## src/rtl/ram_sp_clr_pkg.sv

```systemverilog
// Shared definitions for the clearable single-port RAM family: clear-engine
// state encodings, the default sweep value and a small state decode helper.
package ram_sp_clr_pkg;

    // Clear-engine states. INIT follows reset, CLEAR follows a clr request.
    typedef enum logic [1:0] {
        ST_INIT  = 2'd0,
        ST_IDLE  = 2'd1,
        ST_CLEAR = 2'd2
    } clr_state_e;

    // Default value written to every word by the clear sweep.
    localparam logic [7:0] RAM_DEF_CLR_VAL = 8'h00;

    // True while the engine owns the write port. Any state other than IDLE
    // counts as sweeping, so a corrupted encoding keeps the array locked out.
    function automatic logic is_sweeping(input clr_state_e st);
        return (st != ST_IDLE);
    endfunction

endpackage

```

## src/rtl/ram_sp_clr_fsm.sv

```systemverilog
// Clear engine for ram_sp_clr: state register, sweep pointer and the
// busy/ready/sweep-write controls derived from them.
module ram_sp_clr_fsm
    import ram_sp_clr_pkg::*;
#(
    parameter int ADDR_W = 3,
    parameter int DEPTH  = 8
) (
    input  logic              clk,
    input  logic              rst_n,
    input  logic              clr_i,
    output logic              busy_o,
    output logic              ready_o,
    output logic              sweep_we_o,
    output logic [ADDR_W-1:0] sweep_addr_o
);

    localparam logic [ADDR_W-1:0] LAST_PTR = ADDR_W'(DEPTH - 1);

    clr_state_e        state_q;
    clr_state_e        state_d;
    logic [ADDR_W-1:0] ptr_q;
    logic [ADDR_W-1:0] ptr_d;
    logic              last_s;

    assign last_s = (ptr_q == LAST_PTR);

    // Next-state and pointer logic; a clr pulse always restarts from word 0.
    always_comb begin
        state_d = state_q;
        ptr_d   = ptr_q;
        case (state_q)
            ST_INIT, ST_CLEAR: begin
                if (clr_i) begin
                    ptr_d = '0;
                end else if (last_s) begin
                    state_d = ST_IDLE;
                    ptr_d   = '0;
                end else begin
                    ptr_d = ptr_q + ADDR_W'(1);
                end
            end
            ST_IDLE: begin
                if (clr_i) begin
                    state_d = ST_CLEAR;
                    ptr_d   = '0;
                end else begin
                    state_d = ST_IDLE;
                end
            end
            default: begin
                state_d = ST_INIT;
                ptr_d   = '0;
            end
        endcase
    end

    // Output decode; the sweep skips its write in a restart cycle so the
    // first word written after clr is always word 0.
    always_comb begin
        busy_o       = is_sweeping(state_q);
        ready_o      = (state_q == ST_IDLE) && !clr_i;
        sweep_addr_o = ptr_q;
        if ((state_q == ST_INIT) || (state_q == ST_CLEAR)) begin
            sweep_we_o = !clr_i;
        end else begin
            sweep_we_o = 1'b0;
        end
    end

    // State and pointer registers.
    always_ff @(posedge clk or negedge rst_n) begin
        if (!rst_n) begin
            state_q <= ST_INIT;
            ptr_q   <= '0;
        end else begin
            state_q <= state_d;
            ptr_q   <= ptr_d;
        end
    end

endmodule

```

## src/rtl/ram_sp_clr.sv

```systemverilog
// Single-port synchronous RAM with req/ready handshake, read-valid strobe,
// optional output register and a clear engine that sweeps the array to
// CLR_VAL after reset and on each clr request.
module ram_sp_clr
    import ram_sp_clr_pkg::*;
#(
    parameter int                DATA_W  = 8,
    parameter int                ADDR_W  = 3,
    parameter int                DEPTH   = 8,
    parameter int                OUT_REG = 0,
    parameter logic [DATA_W-1:0] CLR_VAL = DATA_W'(RAM_DEF_CLR_VAL)
) (
    input  logic              clk,
    input  logic              rst_n,
    input  logic              clr_i,
    input  logic              req_i,
    input  logic              we_i,
    input  logic [ADDR_W-1:0] addr_i,
    input  logic [DATA_W-1:0] data_i,
    output logic              ready_o,
    output logic [DATA_W-1:0] data_o,
    output logic              rd_valid_o,
    output logic              busy_o
);

    logic [DATA_W-1:0] mem_q [DEPTH];

    logic              sweep_we_s;
    logic [ADDR_W-1:0] sweep_addr_s;
    logic              addr_ok_s;
    logic              acc_s;
    logic              wr_s;
    logic              rd_s;
    logic              rd1_q;
    logic [DATA_W-1:0] dat1_q;

    ram_sp_clr_fsm #(
        .ADDR_W (ADDR_W),
        .DEPTH  (DEPTH)
    ) u_fsm (
        .clk          (clk),
        .rst_n        (rst_n),
        .clr_i        (clr_i),
        .busy_o       (busy_o),
        .ready_o      (ready_o),
        .sweep_we_o   (sweep_we_s),
        .sweep_addr_o (sweep_addr_s)
    );

    // Addresses at or beyond DEPTH are decoded as holes: writes dropped,
    // reads answered with CLR_VAL.
    assign addr_ok_s = (32'(addr_i) < 32'(DEPTH));
    assign acc_s     = req_i && ready_o;
    assign wr_s      = acc_s && we_i && addr_ok_s;
    assign rd_s      = acc_s && !we_i;

    // Array write port: the sweep and user writes are mutually exclusive
    // because ready is low whenever the sweep is active.
    always_ff @(posedge clk) begin
        if (sweep_we_s) begin
            mem_q[sweep_addr_s] <= CLR_VAL;
        end else if (wr_s) begin
            mem_q[addr_i] <= data_i;
        end
    end

    // First read stage; data holds its last value between reads.
    always_ff @(posedge clk or negedge rst_n) begin
        if (!rst_n) begin
            rd1_q  <= 1'b0;
            dat1_q <= '0;
        end else begin
            rd1_q <= rd_s;
            if (rd_s) begin
                dat1_q <= addr_ok_s ? mem_q[addr_i] : CLR_VAL;
            end
        end
    end

    generate
        if (OUT_REG != 0) begin : g_out_reg
            logic              rd2_q;
            logic [DATA_W-1:0] dat2_q;

            // Optional output register stage, loaded only by valid reads.
            always_ff @(posedge clk or negedge rst_n) begin
                if (!rst_n) begin
                    rd2_q  <= 1'b0;
                    dat2_q <= '0;
                end else begin
                    rd2_q <= rd1_q;
                    if (rd1_q) begin
                        dat2_q <= dat1_q;
                    end
                end
            end

            assign data_o     = dat2_q;
            assign rd_valid_o = rd2_q;
        end else begin : g_no_out_reg
            assign data_o     = dat1_q;
            assign rd_valid_o = rd1_q;
        end
    endgenerate

endmodule

```

## config.mk

```make
export PLATFORM = sky130hd
export DESIGN_NAME = ram_sp_clr
export DESIGN_NICKNAME = d
export VERILOG_FILES = /design/src/rtl/ram_sp_clr_pkg.sv /design/src/rtl/ram_sp_clr_fsm.sv /design/src/rtl/ram_sp_clr.sv
export SDC_FILE = /design/constraint.sdc
export NUM_CORES = 1
export LEC_CHECK = 0
export BUFFER_PORTS_ARGS = -buffer_cell sky130_fd_sc_hd__buf_2
export CAP_MARGIN = 20
export CELL_PAD_IN_SITES_DETAIL_PLACEMENT = 1
export CELL_PAD_IN_SITES_GLOBAL_PLACEMENT = 2
export CORE_UTILIZATION = 38
export CTS_CLUSTER_SIZE = 40
export DETAILED_ROUTE_END_ITERATION = 12
export HOLD_SLACK_MARGIN = 0.15
export PLACE_DENSITY = 0.81
export REMOVE_ABC_BUFFERS = 1
export SLEW_MARGIN = 10
export SYNTH_ARGS = -nofsm -noshare
export SYNTH_HDL_FRONTEND = slang
export SYNTH_SLANG_ARGS = --single-unit
```

## constraint.sdc

```tcl
create_clock -name clk -period 2 [get_ports clk]
set_clock_uncertainty 0.05 [all_clocks]
set_input_delay 0.1 -clock clk [delete_from_list [all_inputs] [get_ports clk]]
set_output_delay 0.1 -clock clk [all_outputs]
set_load 0.01 [all_outputs]
```

=== Word-level counts from Yosys, hierarchy flattened ===
Memories as Yosys holds them, arrays and structs flattened. A register that Yosys moved wholly into a read port is not among the register bits.
Cells that the tools add are included.
W data, S select, Z words.

* $add $sub $neg: 1
* Equality and inequality tests: 7
* Mux-type cells: 17
* Reductions and logical operators: 12

{| class="wikitable"
|+ Operators by type and width
! cell !! number
|-
| $mux W3 || 4
|-
| $mux W8 || 1
|-
| $reduce_or A8 Y1 || 1
|-
| $mux W1 || 7
|-
| $mux W2 || 3
|-
| $pmux W3 S2 || 1
|-
| $logic_and A1 B1 Y1 || 4
|-
| $ne A2 B1 Y1 const B || 2
|-
| $ne A2 B2 Y1 const B || 2
|-
| $pmux W2 S2 || 1
|-
| $add A3 B1 Y3 const B || 1
|-
| $eq A3 B3 Y1 const B || 1
|-
| $logic_not A1 Y1 || 3
|-
| $eq A2 B1 Y1 const B || 1
|-
| $eq A2 B2 Y1 const B || 1
|-
| $logic_not A2 Y1 || 1
|-
| $reduce_and A2 Y1 || 1
|-
| $reduce_or A2 Y1 || 1
|-
| $logic_or A1 B1 Y1 || 1
|}

* Register bits after elaboration: 6
* Memory bits (writable): 64
* Output and inout port bits: 11
* Logic and storage cells: 41
* Memories: 1

{| class="wikitable"
|+ Memories
! memory !! depth !! width !! read ports !! clocked after memory_dff !! write ports !! line !! text
|-
| mem_q || 8 || 8 || 1 || 1 || 1 || ram_sp_clr.sv:26 || <nowiki>logic [DATA_W-1:0] mem_q [DEPTH];</nowiki>
|}

=== Logic depth before layout (Yosys ltp) ===
* Word-level depth: 9
* Gate-level depth with buffers: 7
* Mapped depth without buffers: 5

=== Hierarchy ===
A second synthesis with hierarchy kept.

* Cells, all modules: 203
* Area, all modules: 3,265.6 µm²

{| class="wikitable"
|+ Modules (own cells, without submodules)
! module !! times used !! cells each !! area each (µm²) !! seq. area each (µm²)
|-
| ram_sp_clr || 1 || 178 || 2,992.9 || 2,147.1
|-
| ram_sp_clr_fsm || 1 || 25 || 272.8 || 125.1
|}

=== Least setup slack after synthesis ===
No wires, ideal clock.

* Path type: reg2reg
* Start point: register u_fsm.state_q[1]
* End point: memory mem_q[3][0] (enable)
* Arrival time: 1,785 ps
* Data required time: 1,566 ps
* Path slack: -219 ps
* Stages on the path, launching flop included: 6
* Buffers on the path: 1
* Period minus slack after synthesis: 2,219 ps
* Path through: dfrtp_1 and2b_2 and4b_1 buf_2 a21oi_1 o21ai_0

* Longest elaborated chain between the ends: 9
* Elaborated cells on any way between the ends: 16
* Classes of those cells: 2 x eq/ne; 8 x mux; 6 x reduce/logical

{| class="wikitable"
|+ RTL lines
! element !! line !! text
|-
| start, declared || ram_sp_clr_fsm.sv:20 || <nowiki>clr_state_e state_q;</nowiki>
|-
| start signal, assigned || ram_sp_clr_fsm.sv:77 || <nowiki>state_q <= state_d;</nowiki>
|-
| $eq A2 B1 Y1 || ram_sp_clr_fsm.sv:62 || <nowiki>ready_o = (state_q == ST_IDLE) && !clr_i;</nowiki>
|-
| $logic_and A1 B1 Y1 || ram_sp_clr_fsm.sv:62 ||
|-
| $logic_and A1 B1 Y1 || ram_sp_clr.sv:53 || <nowiki>assign acc_s = req_i && ready_o;</nowiki>
|-
| $logic_and A1 B1 Y1 || ram_sp_clr.sv:54 || <nowiki>assign wr_s = acc_s && we_i && addr_ok_s;</nowiki>
|-
| $mux W1 || ram_sp_clr.sv:62 || <nowiki>end else if (wr_s) begin</nowiki>
|-
| $mux W1 || ram_sp_clr.sv:60 || <nowiki>if (sweep_we_s) begin</nowiki>
|-
| $mux W1 (implied by the code) || ram_sp_clr.sv:63 || <nowiki>mem_q[addr_i] <= data_i;</nowiki>
|-
| $reduce_or A8 Y1 (no source line) || n/a ||
|-
| $mux W3 (no source line) / $mux W1 (equally long branches) || n/a ||
|-
| end, declared || ram_sp_clr.sv:26 ||
|}

Several ways; a longest one is shown, not always the timed one.

=== Final worst setup path ===
* Start point: register u_fsm.state_q[1]
* End point: memory mem_q[5][6] (enable)

Same word-level chain as after synthesis.

==> impl_results.md <==
* CP startpoint kind: flop
* Global-route wire length before repair at 11800 um
* Post-Layout Cell Count at 383
* Critical path class: reg -> reg
* Dpl cells at 362
* RSZ-0062 raised after global routing: false
* Rel. slew slack at 0.593
* Required @ worst endpoint at 2.00 ns
* WHS at 0.163 ns
* Clock latency on the worst-skew pair at 0.34 ns
* Inserted Clock Buffers at 9
* Routed wire length at 7610 um
* CTS Buffer Depth at 2
* Worst-path fanout max at 21
* Die width at 94.9 um
* Setup TNS at 0 ns
* Clk slew on worst S/H paths at 0.08 ns
* Fmax at 0.536 GHz
* Largest net degree at the start of global routing at 22
* Avg WL per Cell at 19.9 um
* Least-Margin Pin Slew at 0.610 ns
* Leakage at 1.58 nW
* Worst min path class: in -> async
* Status: finished, final reports clean
* Total power at 3.36 mW
* Warnings from Yosys at 0
* Clock Sinks at 78
* Critical Path AT at 1.87 ns
* Die span in y at 94.9 um
* P per Cell Area at 856 nW/um2
* Clk root buf: clkbuf_8
* Initial antenna violation count at 0
* Die area at 9000 um2
* #FFs+latches synth at 78
* Rows at 33
* Placeable Area at 8300 um2
* Min Tclk post-route at 1.86 ns
* CTS H-tree depth at 3
* Port Buf Inserts at 26
* DP Wirelength at 5250 um
* Commonest non-fill, non-tap cell in the layout: edfxtp_1
* # DRC at 0
* GRT Total Usage at 0.189
* Max_cap viols at 0
* Critical Path Slowest Stage Cell: dfrtp_1
* Top-level port count at 27
* Setup violators final at 0
* Share of post-route cells with drive strength above 1 at 0.241
* Syn avg cell area at 14.6 um2
* Final net count at 291
* Drt first pass iters at 4
* Final design utilization at 0.473
* Mapped Area at 3280 um2
* Antenna-violating nets left at 0
* Number of DRC markers in iteration 0 at 143
* Starting density of the core at 0.395
* Total grt overflow at 0
* Gpl congestion at 0.719
* Sequential area share after synthesis at 0.693
* Unique masters post-synth at 33
* Via count at 2007
* CP Cell Sequence: and2b_2 > and4b_1 > buf_12 > nand3_1 > a22oi_1 > buf_4
* Synth-to-Final Area Change at 19.8%
* Cells after Synth at 224
* Reg2reg setup slack at 0.14 ns
* Vias per Instance at 5.24
* Vias in the first global route at 2088
* Slew Viols, Final at 0
* CP Capture Type: flop
* Commonest non-fill, non-tap cells in the layout: 64 x edfxtp_1, 33 x mux2i_1, 26 x buf_2
* Crit-path max cell delay at 0.38 ns
* Worst vdd ir at 0.000321 V
* Final hold violation count at 0
* Period utilisation layout at 0.932
* Clock tree from TritonCTS: done
* ANT cells at 0
cell type report:
type	count	area (um2)
inverter	9	33.8
multi-input combinational	123	903
tap	105	131
clock inverter	4	70.1
timing repair buffer	52	373
sequential	78	2270
clock buffer	12	145
fill	855	4370
per-layer routing:
metal / up-vias / GRT usage / part of all wire
met5: - / 0 / 0
li1: 939 / - / -
met3: 15 / 0.0378 / 0.025
met2: 41 / 0.313 / 0.51
met1: 1012 / 0.233 / 0.44
met4: 0 / 0.0972 / 0.028
critical path, delay by kind of cell (launching register included):
kind / cells / cell delay (ns)
simple gates: 3 / 0.55
flops: 1 / 0.38
buf+inv: 2 / 0.38
compound gates: 1 / 0.21
metrics by stage:
step,instance area [um2],setup WS (ns)
4_1_cts,3920,0.0603
5_1_grt,3930,0.0482
2_1_floorplan,3210,-0.350
3_3_place_gp,3670,0.176
6_report,3930,0.135
3_5_place_dp,3670,0.0780
flip-flops by register name, summed over array words and instances, names as in the netlist:
signal	cells
u_fsm.state_q	2
data_o	8
rd_valid_o	1
u_fsm.sweep_addr_o	3
mem_q	64
worst paths after layout:
check                                              from                           endpoint  depth (start not counted)
max                        u_fsm.state_q[1]$_DFFE_PN0P_              mem_q[5][6]$_DFFE_PP_                          6
min                                               rst_n               rd_valid_o$_DFF_PN0_                          2
max reg2reg                u_fsm.state_q[1]$_DFFE_PN0P_              mem_q[5][6]$_DFFE_PP_                          6
min reg2reg                       data_o[5]$_DFFE_PN0P_              data_o[5]$_DFFE_PN0P_                          2
max in group asynchronous                         rst_n  u_fsm.sweep_addr_o[1]$_DFFE_PN0P_                          2
min in group clk                              data_i[1]              mem_q[1][1]$_DFFE_PP_                          2
synth_stat cells (all sizes together):
cell type / instances / area share
nor3b: 1 / 0.0023
and2b: 1 / 0.0027
and2: 9 / 0.017
nand3b: 3 / 0.0069
mux2i: 33 / 0.10
nor3: 1 / 0.0015
a211oi: 1 / 0.0023
nor4b: 1 / 0.0073
clkbuf: 8 / 0.0092
a22o: 1 / 0.0027
buf: 6 / 0.012
and4b: 1 / 0.0031
nand3: 12 / 0.020
a21oi: 5 / 0.0076
nor2: 8 / 0.0092
inv: 9 / 0.010
ha: 2 / 0.0076
xor2: 1 / 0.0027
a22oi: 18 / 0.041
or3: 1 / 0.0019
edfxtp: 64 / 0.59
o21ai: 12 / 0.019
o22ai: 1 / 0.0019
nand2: 5 / 0.0057
dfrtp: 14 / 0.11
nand2b: 1 / 0.0019
nor2b: 4 / 0.0076
o31ai: 1 / 0.0023
cell families (layout without fill, tap and decap cells):
logic type,after synthesis,after routing,synth area share
compound gates,39,39,0.0775
fa+ha+maj,2,2,0.00763
mux,33,33,0.101
simple gates,48,48,0.0870
flops,78,78,0.693
buf+inv,23,77,0.0313
xor+xnor,1,1,0.00267
timing repair:
item | 4_1_cts | 5_1_grt
gates resized for setup | 0 | 1
hold buffers | 4 | 0
endpoints found under the setup margin | 0 | 8
setup buffers | 0 | 1
hold endpoints to repair | 21 | 0
power by group:
| part | total, mW | switching, mW | internal [mW] |
|---|---|---|---|
| sequential | 1.82 | 0.0245 | 1.79 |
| combinational | 0.255 | 0.144 | 0.111 |
| clock | 1.29 | 0.556 | 0.734 |
(Power assumes the default switching activity.)
